**config.mk**
```make
export PLATFORM = sky130hd
export DESIGN_NAME = uart_transmitter
export DESIGN_NICKNAME = d
export VERILOG_FILES = /design/src/rtl/uart_transmitter.sv
export SDC_FILE = /design/constraint.sdc
export NUM_CORES = 1
export LEC_CHECK = 0
export BUFFER_PORTS_ARGS = -buffer_cell sky130_fd_sc_hd__buf_2
export CAP_MARGIN = 20
export CORE_ASPECT_RATIO = 2
export CORE_MARGIN = 4
export CORE_UTILIZATION = 40
export DETAILED_ROUTE_END_ITERATION = 7
export PLACE_DENSITY_LB_ADDON = 0.2
export SLEW_MARGIN = 30
export SYNTH_ARGS = -nofsm -noshare
export SYNTH_HDL_FRONTEND = slang
export SYNTH_SLANG_ARGS = --single-unit
```
**constraint.sdc**
```tcl
create_clock -name clk -period 2.6 [get_ports clk]
set_input_delay 0.39 -clock clk [delete_from_list [all_inputs] [get_ports clk]]
set_output_delay 0.39 -clock clk [all_outputs]
set_load 0.02 [all_outputs]
```
**src/rtl/uart_transmitter.sv**
```systemverilog
// uart_transmitter: asynchronous serial transmitter.
// Frame: start bit, 8 data bits LSB first, optional even parity bit, stop bit.
// Every bit lasts 16 ticks of D clocks, where D is picked by baud_select.
// Build option: define UART_TX_PARITY_EN to insert the even-parity bit (11-bit frames);
// when undefined the frame is 10 bits long and DATA goes straight to STOP.
//
// state  | meaning
// IDLE   | line high, waiting for an accepted write
// START  | driving the start bit (0)
// DATA   | driving data_q[bit_idx_q], bit index 0..7
// PARITY | driving ^data_q (only with UART_TX_PARITY_EN)
// STOP   | driving the stop bit (1); Tx_DONE pulses when it ends
module uart_transmitter #(
  parameter int CLK_HZ = 50_000_000
) (
  input  logic       clk,
  input  logic       reset,
  input  logic       Tx_EN,
  input  logic       Tx_WR,
  input  logic [7:0] Tx_DATA,
  input  logic [2:0] baud_select,
  output logic       TxD,
  output logic       Tx_BUSY,
  output logic       Tx_DONE
);

  typedef enum logic [2:0] {IDLE, START, DATA, PARITY, STOP} state_t;

  // Rounded clocks-per-tick for a 16x oversampled baud rate; shared table with the receiver.
  function automatic logic [13:0] div_for(input int baud);
    return 14'((CLK_HZ + 8 * baud) / (16 * baud));
  endfunction

  state_t      state_q, state_d;
  logic [7:0]  data_q, data_d;
  logic [2:0]  sel_q, sel_d;
  logic [13:0] div_cnt_q, div_cnt_d;
  logic [3:0]  tick_q, tick_d;
  logic [2:0]  bit_idx_q, bit_idx_d;
  logic        txd_q, txd_d;
  logic        busy_q, busy_d;
  logic        done_q, done_d;
  logic [13:0] div_last;
  logic        bit_end;

  // Terminal count of the divider for the rate latched at write acceptance.
  always_comb begin
    case (sel_q)
      3'd0:    div_last = div_for(300) - 14'd1;
      3'd1:    div_last = div_for(1200) - 14'd1;
      3'd2:    div_last = div_for(4800) - 14'd1;
      3'd3:    div_last = div_for(9600) - 14'd1;
      3'd4:    div_last = div_for(19200) - 14'd1;
      3'd5:    div_last = div_for(38400) - 14'd1;
      3'd6:    div_last = div_for(57600) - 14'd1;
      default: div_last = div_for(115200) - 14'd1;
    endcase
  end

  // Next-state, bit timing and next registered output values.
  always_comb begin
    state_d   = state_q;
    data_d    = data_q;
    sel_d     = sel_q;
    div_cnt_d = div_cnt_q;
    tick_d    = tick_q;
    bit_idx_d = bit_idx_q;
    txd_d     = txd_q;
    busy_d    = busy_q;
    done_d    = 1'b0;
    bit_end   = 1'b0;

    if (state_q == IDLE) begin
      txd_d  = 1'b1;
      busy_d = 1'b0;
      if (Tx_WR && Tx_EN && !busy_q) begin
        data_d    = Tx_DATA;
        sel_d     = baud_select;
        div_cnt_d = '0;
        tick_d    = '0;
        bit_idx_d = '0;
        state_d   = START;
        txd_d     = 1'b0;
        busy_d    = 1'b1;
      end
    end else begin
      if (div_cnt_q == div_last) begin
        div_cnt_d = '0;
        tick_d    = tick_q + 4'd1;
        bit_end   = (tick_q == 4'd15);
      end else begin
        div_cnt_d = div_cnt_q + 14'd1;
      end

      // Outputs change only on bit-period boundaries.
      if (bit_end) begin
        case (state_q)
          START: begin
            state_d   = DATA;
            bit_idx_d = 3'd0;
            txd_d     = data_q[0];
          end
          DATA: begin
            if (bit_idx_q == 3'd7) begin
`ifdef UART_TX_PARITY_EN
              state_d = PARITY;
              txd_d   = ^data_q;
`else
              state_d = STOP;
              txd_d   = 1'b1;
`endif
            end else begin
              bit_idx_d = bit_idx_q + 3'd1;
              txd_d     = data_q[bit_idx_q + 3'd1];
            end
          end
`ifdef UART_TX_PARITY_EN
          PARITY: begin
            state_d = STOP;
            txd_d   = 1'b1;
          end
`endif
          STOP: begin
            state_d = IDLE;
            txd_d   = 1'b1;
            busy_d  = 1'b0;
            done_d  = 1'b1;
          end
          default: begin
            state_d = IDLE;
            txd_d   = 1'b1;
            busy_d  = 1'b0;
          end
        endcase
      end
    end
  end

  // State and output registers; reset idles the line immediately and drops any frame.
  always_ff @(posedge clk or negedge reset) begin
    if (!reset) begin
      state_q   <= IDLE;
      data_q    <= '0;
      sel_q     <= '0;
      div_cnt_q <= '0;
      tick_q    <= '0;
      bit_idx_q <= '0;
      txd_q     <= 1'b1;
      busy_q    <= 1'b0;
      done_q    <= 1'b0;
    end else begin
      state_q   <= state_d;
      data_q    <= data_d;
      sel_q     <= sel_d;
      div_cnt_q <= div_cnt_d;
      tick_q    <= tick_d;
      bit_idx_q <= bit_idx_d;
      txd_q     <= txd_d;
      busy_q    <= busy_d;
      done_q    <= done_d;
    end
  end

  assign TxD     = txd_q;
  assign Tx_BUSY = busy_q;
  assign Tx_DONE = done_q;

endmodule

```
# --- Yosys cells after proc, flatten, opt, wreduce, memory -nomap -nowiden ---
# Index checks and enable logic that the tools add are counted.
# W data, S select, Z words.
classes:
  addsub: 3
  eq_ne: 16
  order_cmp: 1
  n_mux: 33
  reduce_logical: 14
op_table:
  columns: ["op", "count"]
  rows:
  - ["$pmux W14 S7", 1]
  - ["$mux W14", 3]
  - ["$mux W3", 8]
  - ["$eq A3 B3 Y1 const B", 5]
  - ["$add A14 B1 Y14 const B", 1]
  - ["$eq A14 B14 Y1", 1]
  - ["$mux W1", 14]
  - ["$mux W4", 3]
  - ["$pmux W3 S2", 2]
  - ["$eq A3 B2 Y1 const B", 3]
  - ["$eq A3 B1 Y1 const B", 2]
  - ["$logic_not A3 Y1", 2]
  - ["$ne A3 B3 Y1 const B", 2]
  - ["$reduce_and A2 Y1", 3]
  - ["$add A4 B1 Y4 const B", 1]
  - ["$eq A4 B4 Y1 const B", 1]
  - ["$lt A3 B4 Y1 const B", 1]
  - ["$ne A2 B1 Y1 const B", 2]
  - ["$reduce_and A4 Y1", 1]
  - ["$reduce_bool A2 Y1", 2]
  - ["$add A3 B1 Y3 const B", 1]
  - ["$bmux W1 S3", 1]
  - ["$reduce_and A3 Y1", 1]
  - ["$reduce_bool A3 Y1", 1]
  - ["other kinds (4)", 5]
totals:
  register_bits: 38
  out_inout_bits: 3
  elab_cells: 76

# --- Depth between registers and ports, before layout ---
logic_depth:
  ltp_word: 7
  ltp_mapped: 10

# --- Least setup slack after synthesis ---
# OpenSTA, ideal clock, no wires.
synth_timing:
  path_kind: "flip-flop to flip-flop"
  startpoint: "register state_q[2]"
  endpoint: "register data_q[4]"
  required_ns: 2.475
  setup_time_ns: 0.125
  slack_ns: 0.376
  t_arrival_ns: 2.099
  period_less_slack_ns: 2.224
  stages_incl_launch_ff: 7
  cell_sequence: "dfrtp_1 clkbuf_1 or3_1 clkbuf_1 nor3_2 buf_2 mux2_2"
synth_via:
  elab_chain_cells: 2
synth_lines:
  columns: ["item", "line_no", "source"]
  rows:
  - ["start: declaration", "34", "state_t state_q, state_d;"]
  - ["start signal: assignment", "152", "state_q <= state_d;"]
  - ["$logic_not A3 Y1", "73", "if (state_q == IDLE) begin"]
  - ["$reduce_and A2 Y1 (no line)", null, null]
  - ["end signal: assignment", "153", "data_q <= data_d;"]
  - ["end: declaration", "35", "logic [7:0] data_q, data_d;"]
# Every way passes these cells.
# A chain may end at the register's enable or synchronous reset.

# --- Final worst setup path ---
layout_timing:
  startpoint: "register sel_q[0]"
  endpoint: "register state_q[2]"
layout_via:
  elab_chain_cells: 7
  word_cells_on_any_way: 13
  classes_between: "eq/ne: 7; mux: 3; reduce/logical: 3"
layout_lines:
  columns: ["item", "line_no", "source"]
  rows:
  - ["start: declaration", "36", "logic [2:0] sel_q, sel_d;"]
  - ["start signal: assignment", "154", "sel_q <= sel_d;"]
  - ["$eq A3 B3 Y1, or another cell as far along", "48", "case (sel_q)"]
  - ["$pmux W14 S7 *", "48", null]
  - ["$eq A14 B14 Y1 *", "87", "if (div_cnt_q == div_last) begin"]
  - ["$mux W1 *", "87", null]
  - ["$mux W1 *", "73", null]
  - ["$reduce_bool A2 Y1 (no line) *", null, null]
  - ["$reduce_and A3 Y1 (no line) *", null, null]
# Mark *: on every way between the ends. The rest lies on a longest branch, timed or not. The select of a mux whose other input is x is not followed.

==> impl_metrics.tcl <==
set metrics [dict create \
    grtUsageTotal_pct 17.15 \
    critPathLaunchType "register" \
    synth-xor-area-share_pct 7.179 \
    tightest_slew_ns 0.8533 \
    wl_per_cell_um 17.91 \
    area_growth_pct 13.03 \
    grt_pass1_wl_um 9694 \
    vdd_ir_drop_max_mv 0.6308 \
    yosys.cell_count.top_type "dfrtp_1" \
    cts_resized 0 \
    crit_path_max_fanout 10 \
    muxShareOfSynthArea_pct 7.744 \
    yosysWarnings 0 \
    clk_pin_slew_ns 0.06 \
    cp_data_arrival_time_ns 2.63 \
    drive_gt1_share_pct 31.30 \
    finalCriticalPeriod_ns 2.462 \
    ctsLongestPathBuffers 2 \
    async_flop_share_pct 100.0 \
    critPathTopFamily "simple AND/OR/NAND/NOR gates" \
    setup_tns_ns 0 \
    cp_cell_sequence "inv_2 > or4b_4 > a311oi_4 > o21ai_4 > nor4_4 > mux2_1" \
    synth_compound_area_share_pct 14.15 \
    antenna_found_initial 0 \
    slowest_stage "dfrtp_1" \
    place_area_mm2 0.002586 \
    via_per_inst 5.693 \
    cp-end-kind "register" \
    clock_latency_ns 0.29 \
    num-nets-final 265 \
    hold_buffers 0 \
    layout_setup_ws_ns 0.1384 \
    finClkSkew_ns 0.005192 \
    power_density_mw_per_mm2 1165 \
    yosys-top-cells-count "dfrtp_1, nand2_1, nor2_1" \
    core-area_mm2 0.005956 \
    place.port_buffers 17 \
    finish.instance_area_mm2 0.002758 \
    grt-ovfl-total 0 \
    synth_area_leader_cell "dfrtp_1" \
    maxSlewViolCount 0 \
    fmax_mhz 406.2 \
    cts_tree "yes" \
    holdWs_ns 0.2089 \
    grt_max_degree 39 \
    routed_wl_um 5533 \
    worstPathBufferInverterCount 1 \
    vias 1759 \
    ant_nets 0 \
    die_h_um 118.5 \
    cpPeakStageDelay_ns 0.54 \
    nFillCells 572 \
    boundaryPins 18 \
    dieArea_mm2 0.007489 \
    grt_pass1_vias 1958 \
    seq_area_frac_synth_pct 39.03 \
    p_total_mw 3.212 \
    dpl_worst_slack_ns 0.1242 \
    yosys-top-cells-area "dfrtp_1, xor2_1, mux2_2, nor2_4, nand2_1" \
    holdCritPathClass "in2async" \
    drc 0 \
    synth.avg_cell_area_um2 10.84 \
    max-cap-violations 0 \
    ys_ff_latch 38 \
    critPathKind "reg2reg" \
    antenna_cells 0 \
    post_cts_buffers 0 \
    synth-edff-count 0 \
    synth_top_area_share_pct 37.95 \
    timing_hold_violations_final 0 \
    yosys.area_share.simple_pct 24.97 \
    gp_congestion 0.8112 \
    drt-initial-drc-count 49 \
    rows 40 \
    ys_types 63 \
    cts_buffers 5 \
    synth_fa_ha_area_share_pct 2.051 \
    ys.flop_type "dfrtp_1" \
    syn_nets 244 \
    cts_root_buf "clkbuf_16" \
    synthCells 225 \
    slew_headroom_pct 43.11 \
    p_leak_nw 1.168 \
    drt-pass1-iter-count 4 \
    synth_area_mm2 0.002440 \
    hpwl_um 4281 \
    clock_sinks 38 \
    status "finished, final reports clean" \
    period_share_pct 94.68 \
    cp.required_ns 2.77 \
    die_w_um 63.23 \
    start_util_pct 40.97 \
    setup_viol 0 \
    synth_top_family_by_area "simple AND/OR/NAND/NOR gates" \
    cts_max_level 2 \
    rsz0062_at_grt "no" \
]
power by group:
group | internal [mW] | switching [mW] | leakage [nW]
registers | 0.813 | 0.331 | 0.483
clock network | 0.473 | 0.241 | 0.0829
logic | 0.636 | 0.718 | 0.602
total | 1.92 | 1.29 | 1.17
cell families (layout without fill, tap and decap cells):
family / after synthesis / after routing
and+or+nand+nor: 89 / 89
AOI/OAI and AO/OA: 41 / 41
DFF: 38 / 38
xor gates and xnor gates: 20 / 20
buffers and inverters: 18 / 39
muxes: 15 / 15
adders and majority gates: 4 / 4
layer usage:
metal | vias up | wire [um] | global-route usage (%) | share of wire [%]
li1 | 853 | - | - | -
met4 | 0 | 234 | 10.42 | 4.2
met3 | 18 | 123 | 2.376 | 2.2
met5 | - | 0 | 0 | 0
met2 | 31 | 3337 | 33.69 | 60
met1 | 857 | 1838 | 15.87 | 33
area by class of cell:
cell class              instances  area, um^2  area share (%)
repair buffers                 29       175.2           6.352
multi-input cells             169        1369           49.64
clock buffers                   6       138.9           5.036
well taps                      63       78.83           2.858
inverters                       3       11.26          0.4083
clock inverters                 1       30.03           1.089
flip-flops and latches         38       954.7           34.62
worst reg2reg max path, stage by stage, from the launching register on:
cell	delay (ns)
dfrtp_1	0.54
inv_2	0.09
or4b_4	0.54
a311oi_4	0.29
o21ai_4	0.16
nor4_4	0.36
mux2_1	0.36
through the flow:
stage,utilization (%),std cells
3_5_place_dp,43.42,302
2_1_floorplan,-,225
5_1_grt,46.30,309
6_report,46.30,309
4_1_cts,46.26,309
3_3_place_gp,43.42,302
registers in the layout, summed over array words and instances, names as in the netlist:
register   cells
div_cnt_q     14
data_q         8
tick_q         4
bit_idx_q      3
sel_q          3
state_q        3
TxD            1
Tx_BUSY        1
Tx_DONE        1
cells in the final DEF (no fill, tap or decap), types with 2 or more instances in the layout:
cell type,count
inv_1,2
nand2_1,19
clkbuf_16,5
mux2i_1,2
buf_4,12
dfrtp_2,2
nor3_1,4
a21o_1,2
nand3_1,5
ha_1,4
nand4_1,4
mux2_2,10
xor2_1,13
nor4_4,3
dfrtp_1,35
nor2_1,14
nor2_4,10
o21ai_0,8
a22o_1,2
a211o_1,2
or3_1,2
a21oi_1,9
nand3b_1,3
nor3b_1,3
buf_2,17
and2_1,2
nor4b_1,3
mux4_2,2
and3_1,6
xnor2_1,7
path summary, 6_finish.rpt:
path                       depth (start not counted)  slack (ns)          to  startpoint
max reg2reg                                        6        0.14  state_q[2]    sel_q[0]
min reg2reg                                        1        0.51   data_q[4]   data_q[4]
max in group asynchronous                          1        1.81    sel_q[1]       reset
min                                                1        0.21    sel_q[0]       reset
min in group clk                                   3        0.32   data_q[0]  Tx_DATA[0]
max                                                6        0.14  state_q[2]    sel_q[0]
(Power assumes the default switching activity.)
